==> config.mk <==
export PLATFORM = sky130hd
export DESIGN_NAME = tpu_iss
export DESIGN_NICKNAME = d
export VERILOG_FILES = /design/src/rtl/tpu_pkg.sv /design/src/rtl/tpu_iss_slot.sv /design/src/rtl/tpu_iss.sv
export SDC_FILE = /design/constraint.sdc
export NUM_CORES = 1
export LEC_CHECK = 0
export BUFFER_PORTS_ARGS = -buffer_cell sky130_fd_sc_hd__buf_2
export CAP_MARGIN = 20
export CELL_PAD_IN_SITES_DETAIL_PLACEMENT = 1
export CELL_PAD_IN_SITES_GLOBAL_PLACEMENT = 1
export CORE_AREA = 3 3 95 97
export DETAILED_ROUTE_END_ITERATION = 16
export DIE_AREA = 0 0 98 100
export GPL_ROUTABILITY_DRIVEN = 0
export GPL_TIMING_DRIVEN = 0
export PLACE_DENSITY = 0.87
export SKIP_LAST_GASP = 1
export SYNTH_ARGS = -nofsm -noshare
export SYNTH_HDL_FRONTEND = slang
export SYNTH_SLANG_ARGS = --single-unit
==> constraint.sdc <==
create_clock -name clk -period 4.9 [get_ports clk]
set_input_delay 0 -clock clk [delete_from_list [all_inputs] [get_ports clk]]
set_output_delay 0 -clock clk [all_outputs]
set_load 0.02 [all_outputs]
==> src/rtl/tpu_pkg.sv <==
// Shared definitions for the TPU issue stage: renamed-instruction layout,
// slot state encoding and the completion counter width.
package tpu_pkg;

  localparam int TPU_INST_WIDTH = 23;

  // Renamed instruction field positions
  localparam int IDX_MSB   = 22;
  localparam int IDX_LSB   = 21;
  localparam int VLD_BIT   = 20;
  localparam int PSRC1_MSB = 19;
  localparam int PSRC1_LSB = 13;
  localparam int PSRC2_MSB = 12;
  localparam int PSRC2_LSB = 6;
  localparam int PDST_MSB  = 5;
  localparam int PDST_LSB  = 0;

  // Countdown width; EXE_LAT is limited to 1..7
  localparam int CNT_W = 3;

  typedef enum logic [1:0] {
    S_IDLE = 2'd0,
    S_WAIT = 2'd1,
    S_EXEC = 2'd2,
    S_DONE = 2'd3
  } slot_state_e;

endpackage

==> src/rtl/tpu_iss_slot.sv <==
// One issue-queue slot: tracks IDLE/WAIT/EXEC/DONE and counts down the
// execution latency. A load always wins over issue and completion.
module tpu_iss_slot
  import tpu_pkg::*;
#(
  parameter int EXE_LAT = 2
) (
  input  logic        clk,
  input  logic        rst_n,
  input  logic        ld,
  input  logic        vld,
  input  logic        rdy,
  input  logic        issue,
  output slot_state_e state,
  output logic        cmp
);

  slot_state_e      state_nxt;
  logic [CNT_W-1:0] cnt, cnt_nxt;

  // Slot state and latency counter registers
  always_ff @(posedge clk or negedge rst_n) begin
    if (!rst_n) begin
      state <= S_IDLE;
      cnt   <= '0;
    end else begin
      state <= state_nxt;
      cnt   <= cnt_nxt;
    end
  end

  // Next state: load clears the slot, otherwise walk the lifecycle
  always_comb begin
    state_nxt = state;
    cnt_nxt   = cnt;
    if (ld) begin
      state_nxt = S_IDLE;
      cnt_nxt   = '0;
    end else begin
      case (state)
        S_IDLE: if (vld && rdy) state_nxt = S_WAIT;
        S_WAIT: if (issue) begin
          state_nxt = S_EXEC;
          cnt_nxt   = CNT_W'(EXE_LAT);
        end
        S_EXEC: if (cnt == '0) state_nxt = S_DONE;
                else           cnt_nxt   = cnt - 1'b1;
        default: ;
      endcase
    end
  end

  // Completion pulse on the EXEC-to-DONE cycle, suppressed by a load
  always_comb begin
    cmp = (state == S_EXEC) && (cnt == '0) && !ld;
  end

endmodule

==> src/rtl/tpu_iss.sv <==
// TPU issue stage: per-slot lifecycle tracking, round-robin single issue,
// destination-ready write-back and loop-complete (arch_swt) detection.
// Optional feature macro ISS_PERF_CNT_EN adds saturating issue/stall counters.
module tpu_iss
  import tpu_pkg::*;
#(
  parameter int ISQ_DEPTH        = 4,
  parameter int INST_WIDTH       = 22,
  parameter int ISQ_IDX_BITS_NUM = 2,
  parameter int EXE_LAT          = 2
) (
  input  logic                                clk,
  input  logic                                rst_n,
  input  logic [ISQ_DEPTH-1:0]                tpu_inst_rdy,
  input  logic [TPU_INST_WIDTH*ISQ_DEPTH-1:0] tpu_out_flat,
  input  logic [ISQ_DEPTH-1:0]                isq_ld,
  input  logic                                iss_stall,
  output logic                                iss_vld,
  output logic [ISQ_IDX_BITS_NUM-1:0]         iss_slot,
  output logic [TPU_INST_WIDTH-1:0]           iss_inst,
  output logic [ISQ_DEPTH-1:0]                dst_reg_rdy,
  output logic [ISQ_DEPTH-1:0]                dst_rdy_reg_en,
  output logic                                arch_swt
`ifdef ISS_PERF_CNT_EN
  ,
  output logic [15:0]                         perf_iss_cnt,
  output logic [15:0]                         perf_stall_cnt
`endif
);

  if (EXE_LAT < 1 || EXE_LAT > 7) begin : g_bad_lat
    $error("tpu_iss: EXE_LAT must be 1..7");
  end
  if ((1 << ISQ_IDX_BITS_NUM) < ISQ_DEPTH) begin : g_bad_idx
    $error("tpu_iss: ISQ_IDX_BITS_NUM too narrow for ISQ_DEPTH");
  end
  if (INST_WIDTH > TPU_INST_WIDTH) begin : g_bad_iw
    $error("tpu_iss: raw instruction wider than renamed instruction");
  end
  if (IDX_MSB != TPU_INST_WIDTH-1 || IDX_LSB != VLD_BIT+1 || VLD_BIT != PSRC1_MSB+1 ||
      PSRC1_LSB != PSRC2_MSB+1 || PSRC2_LSB != PDST_MSB+1 || PDST_LSB != 0) begin : g_bad_fmt
    $error("tpu_iss: instruction field layout is not contiguous");
  end

  logic [ISQ_DEPTH-1:0][TPU_INST_WIDTH-1:0] raw;
  slot_state_e                             state [ISQ_DEPTH];
  logic [ISQ_DEPTH-1:0] is_wait, is_done, fin, elig, grant, cmp;
  logic [ISQ_IDX_BITS_NUM-1:0] rr_ptr, pick;
  logic                        hit, cplt, cplt_q;

  assign raw = tpu_out_flat;

  for (genvar i = 0; i < ISQ_DEPTH; i++) begin : g_slot
    assign is_wait[i] = (state[i] == S_WAIT);
    assign is_done[i] = (state[i] == S_DONE);
    // An IDLE slot holding no valid instruction counts as finished
    assign fin[i]     = is_done[i] | ((state[i] == S_IDLE) & ~raw[i][VLD_BIT]);
    assign elig[i]    = is_wait[i] & ~isq_ld[i];
    assign grant[i]   = iss_vld && (pick == ISQ_IDX_BITS_NUM'(i));
    // Load clears the ready bit; completion sets it. Silent during reset.
    assign dst_rdy_reg_en[i] = rst_n & (isq_ld[i] | cmp[i]);
    assign dst_reg_rdy[i]    = rst_n & cmp[i];

    tpu_iss_slot #(.EXE_LAT(EXE_LAT)) u_slot (
      .clk   (clk),
      .rst_n (rst_n),
      .ld    (isq_ld[i]),
      .vld   (raw[i][VLD_BIT]),
      .rdy   (tpu_inst_rdy[i]),
      .issue (grant[i]),
      .state (state[i]),
      .cmp   (cmp[i])
    );
  end

  // Round-robin search for the first eligible WAIT slot at or after rr_ptr
  always_comb begin : p_arb
    logic [ISQ_IDX_BITS_NUM-1:0] jj;
    pick = '0;
    hit  = 1'b0;
    jj   = '0;
    for (int k = 0; k < ISQ_DEPTH; k++) begin
      jj = ISQ_IDX_BITS_NUM'((int'(rr_ptr) + k) % ISQ_DEPTH);
      if (!hit && elig[jj]) begin
        hit  = 1'b1;
        pick = jj;
      end
    end
  end

  assign iss_vld  = hit & ~iss_stall;
  assign iss_slot = iss_vld ? pick : '0;
  assign iss_inst = iss_vld ? raw[pick] : '0;

  // Pointer moves just past the issued slot; holds on stall or no issue
  always_ff @(posedge clk or negedge rst_n) begin
    if (!rst_n)       rr_ptr <= '0;
    else if (iss_vld) rr_ptr <= (pick == ISQ_IDX_BITS_NUM'(ISQ_DEPTH-1)) ? '0 : pick + 1'b1;
  end

  assign cplt = (&fin) & (|is_done);

  // Remember the loop-complete condition to pulse only on its rising edge
  always_ff @(posedge clk or negedge rst_n) begin
    if (!rst_n) cplt_q <= 1'b0;
    else        cplt_q <= cplt;
  end

  assign arch_swt = cplt & ~cplt_q;

`ifdef ISS_PERF_CNT_EN
  // Saturating counters: issues, and stalled cycles with work waiting
  always_ff @(posedge clk or negedge rst_n) begin
    if (!rst_n) begin
      perf_iss_cnt   <= '0;
      perf_stall_cnt <= '0;
    end else begin
      if (iss_vld && perf_iss_cnt != 16'hFFFF)
        perf_iss_cnt <= perf_iss_cnt + 1'b1;
      if (iss_stall && (|is_wait) && perf_stall_cnt != 16'hFFFF)
        perf_stall_cnt <= perf_stall_cnt + 1'b1;
    end
  end
`endif

endmodule

==> metrics.md <==
| Metric | Value |
|---|---|
| Outcome | finished, final reports clean |
| Worst Path Arrival | 2.93 ns |
| Vias/cell | around 5.3 |
| Seq cells post-synth | 23 |
| Clk buf depth | 2 |
| Ys async rst share | 100% |
| Hold endpoint | cplt_q |
| Count leader, synth | nand2_1 |
| Top post-synthesis cells by area | dfrtp_1 (19%), mux2i_1 (15%), ha_1 (11%) |
| Syn_area_per_cell | approximately 8.0 um^2 |
| HPWL after DPL | 8620 um |
| CTS tree | built |
| Root buffer cell | clkbuf_8 |
| R2R Setup Slk | between 2 and 2.5 ns |
| Initial DRC Count | 117 |
| Proportion of netlist area held by the largest area contributor | 18.8% |
| R2R Path Start | g_slot[2].u_slot.state[1] |
| Power consumption | 1.32 mW |
| Ratio of cells with drive above 1 in the final layout | 31.3% |
| Worst-path clk slew | 0.10 ns |
| Worst-path cell chain | inv_1 > ha_1 > and2b_4 > nor2_1 > a31oi_1 > clkbuf_1 > and3_1 > buf_2 |
| Hold Path Stages | 4 |
| Slowest CP cell | a31oi_1 |
| Final hold vios | 0 |
| Die X-Extent | approximately 98 um |
| Max frequency | 341 MHz |
| Post-route clock period utilization | 59.8% |
| Crit-path max FO | 10 |
| Clock Skew | around 0.010 ns |
| Syn Nets | 513 |
| Least-Margin Pin Slew | 0.788 ns |
| H-tree Lvls | 1 |
| Reg2reg end | g_slot[2].u_slot.cnt[1] |
| R2r worst-path depth | 9 |
| Drt total wl | 10400 um |
| Die area | about 0.0098 mm^2 |
| CP Data Required Time | 4.90 ns |
| Leak | ~2.0 nW |
| Total of warnings raised by yosys | 0 |
| Avg WL per Cell | ~17 um |
| GR Overflow Total | 0 |
| Core box area | 0.00822 mm^2 |
| Final Non-Filler Cells | 630 |
| Primary FF master, synth | dfrtp_1 |
| Synth Instances | 382 |
| Synth Cell Area | 0.00306 mm^2 |
| Cts bufs inserted | 3 |
| VDD IR max | approximately 200 uV |
| Starting Density | a little under two fifths |
| RSZ-0062 raised after global routing | false |
| Placed cell areas | between 0.003 and 0.004 mm^2 |
| Register area share after synthesis | 18.8% |
| Detailed-route DRC error count | 0 |
| Tot GR Track Use | 20.8% |
| Filler cells | 1078 |
| Hold path startpoint | tpu_out_flat[43] |
| Area delta synth->final | 28.8% |
| Pwr dens | between 300 and 400 mW/mm^2 |
| Switch Pwr | 0.655 mW |
| Critical path launch point type | flip-flop |
| Logic pwr share | 69.8% |
| Internal Dissipation | 0.661 mW |
| First-pass GRT wire length | around 17000 um |
| Synth top cells by count | nand2_1 (58), mux2i_1 (47), ha_1 (28), and3_1 (26), inv_1 (24) |
| Die Y | 100 um |
| Setup_tns | 0 ns |
| EDFF count, synth | 0 |
| # rows | 33 |
| Worst-Skew Late Latency | around 0.28 ns |
| Yosys top cell by area | dfrtp_1 |
| CTS resizes | 0 |
| Slew Limit Fails | 0 |
| Minimum clock period | 2.93 ns |
| Initial antenna violation count | 1 |
| Final setup violation count | 0 |
| Num Clock Sinks | 23 |
| Final std cell area, no fill | 0.00394 mm^2 |
| DRT Pass-1 Iters | 4 |
| Slew headroom | 47.2% |
| Final net count | about 660 |
| HP Class | primary input to flip-flop |
| Crit end category | primary output |
| Switching Share | 49.8% |
| IO Port Bufs | 136 |
| Antenna viol nets, final | 0 |
| Vias in the first global route | 3666 |
| Placed insts | 623 |
| # IOs | 138 |
| Clk network pwr share | between 10% and 20% |
| Critical Path Max Stage Delay | 0.57 ns |
| Synth unique cells | 59 |
| Final hold slack | approximately 0.098 ns |
| # Post-CTS Setup Buffers | 0 |
| Kind of critical path | flip-flop to primary output |
| Register share of total power | 20.2% |
| Vias after detailed routing | around 3400 |
| Largest net degree at the start of global routing | 32 |
| Max-cap violations | 0 |
==> final cells by class <==
cell class / count / area, um^2 / area share (%)
Multi-Input combinational cell: 314 / 2250 / 57.1
Timing Repair Buffer: 138 / 701 / 17.8
Sequential cell: 23 / 576 / 14.6
Buffer: 21 / 143 / 3.62
Tap cell: 105 / 131 / 3.34
Inverter: 24 / 90.1 / 2.29
Clock buffer: 3 / 41.3 / 1.05
Clock inverter: 1 / 5.00 / 0.127
Antenna cell: 1 / 2.50 / 0.0636
==> power by group through the flow <==
stage	Sequential, mW	Clock [mW]	Combinational [mW]
2_1_floorplan	0.258	0	0.671
3_3_place_gp	0.266	0	0.881
3_5_place_dp	0.270	0	0.919
4_1_cts	0.266	0.134	0.927
5_1_grt	0.273	0.141	1.02
6_report	0.266	0.132	0.918
==> per-stage QoR <==
stage / util [%] / worst slack (ns)
floorplan: - / 2.68
global placement: 47.1 / 2.34
detailed placement: 47.1 / 2.30
CTS: 47.9 / 1.96
global route: 47.9 / 1.72
finish: 47.9 / 1.97
==> cell usage in the layout, fill, tap and decap left out, types with 3 or more instances in the layout <==
master and n:
inv_1 24, nand4_1 3, and3_1 26, a211o_1 3
nor2_1 22, nor2b_1 13, nor4_1 3, clkbuf_1 9
nor3_1 4, ha_1 28, buf_6 7, nand2_1 58
nand3_1 6, clkbuf_8 3, and2_1 3, dfrtp_1 23
mux2i_1 47, a21oi_1 18, nand3b_1 5, nor4b_1 3
o211ai_1 4, o311ai_1 3, o22ai_1 3, o31ai_1 4
nor3b_1 7, buf_2 139, a31oi_1 5, nand2b_1 9
o21ai_0 5
==> layer usage <==
metal	track usage, %	part of all wire [%]	up-vias	routed length, um
met3	4.31	6.4	7	666
met4	4.69	1.2	0	127
met2	40.9	53	102	5500
li1	-	-	1640	-
met1	22.8	40	1601	4120
met5	0	0	-	0
==> state kept, by name, indices dropped and copies added, names as in the netlist <==
| name | flops |
|---|---|
| g_slot.u_slot.cnt | 12 |
| g_slot.u_slot.state | 8 |
| rr_ptr | 2 |
| cplt_q | 1 |
==> worst max-delay path by stage <==
stage,start,end,slack [ns],cells after the start
global route,g_slot[2].u_slot.state[1],iss_inst[7],1.72,8
global placement,g_slot[0].u_slot.state[1],iss_inst[18],2.34,12
CTS,g_slot[2].u_slot.state[1],iss_inst[7],1.96,8
detailed placement,g_slot[0].u_slot.state[1],iss_inst[18],2.30,12
finish,g_slot[2].u_slot.state[1],iss_inst[7],1.97,8
floorplan,g_slot[0].u_slot.state[1],g_slot[2].u_slot.cnt[1],2.68,10
==> cell families after synthesis <==
logic type,synth area share [%]
buf+inv,7.62
xor+xnor,0.287
flops,18.8
fa+ha+maj,11.5
mux,16.3
compound gates,16.7
simple gates,28.9
==> what timing repair did <==
action,4_1_cts,5_1_grt
hold buffers,2,0
endpoints found under the setup margin,0,0
endpoints found under the hold margin,25,0
==> critical path: cells and delay by family (launching register included) <==
family,cells,cell delay [ns]
compound gates,1,0.57
fa+ha+maj,1,0.38
buf+inv,3,0.72
flops,1,0.42
simple gates,3,0.54
Note: power is estimated with default switching activity, not from simulation.
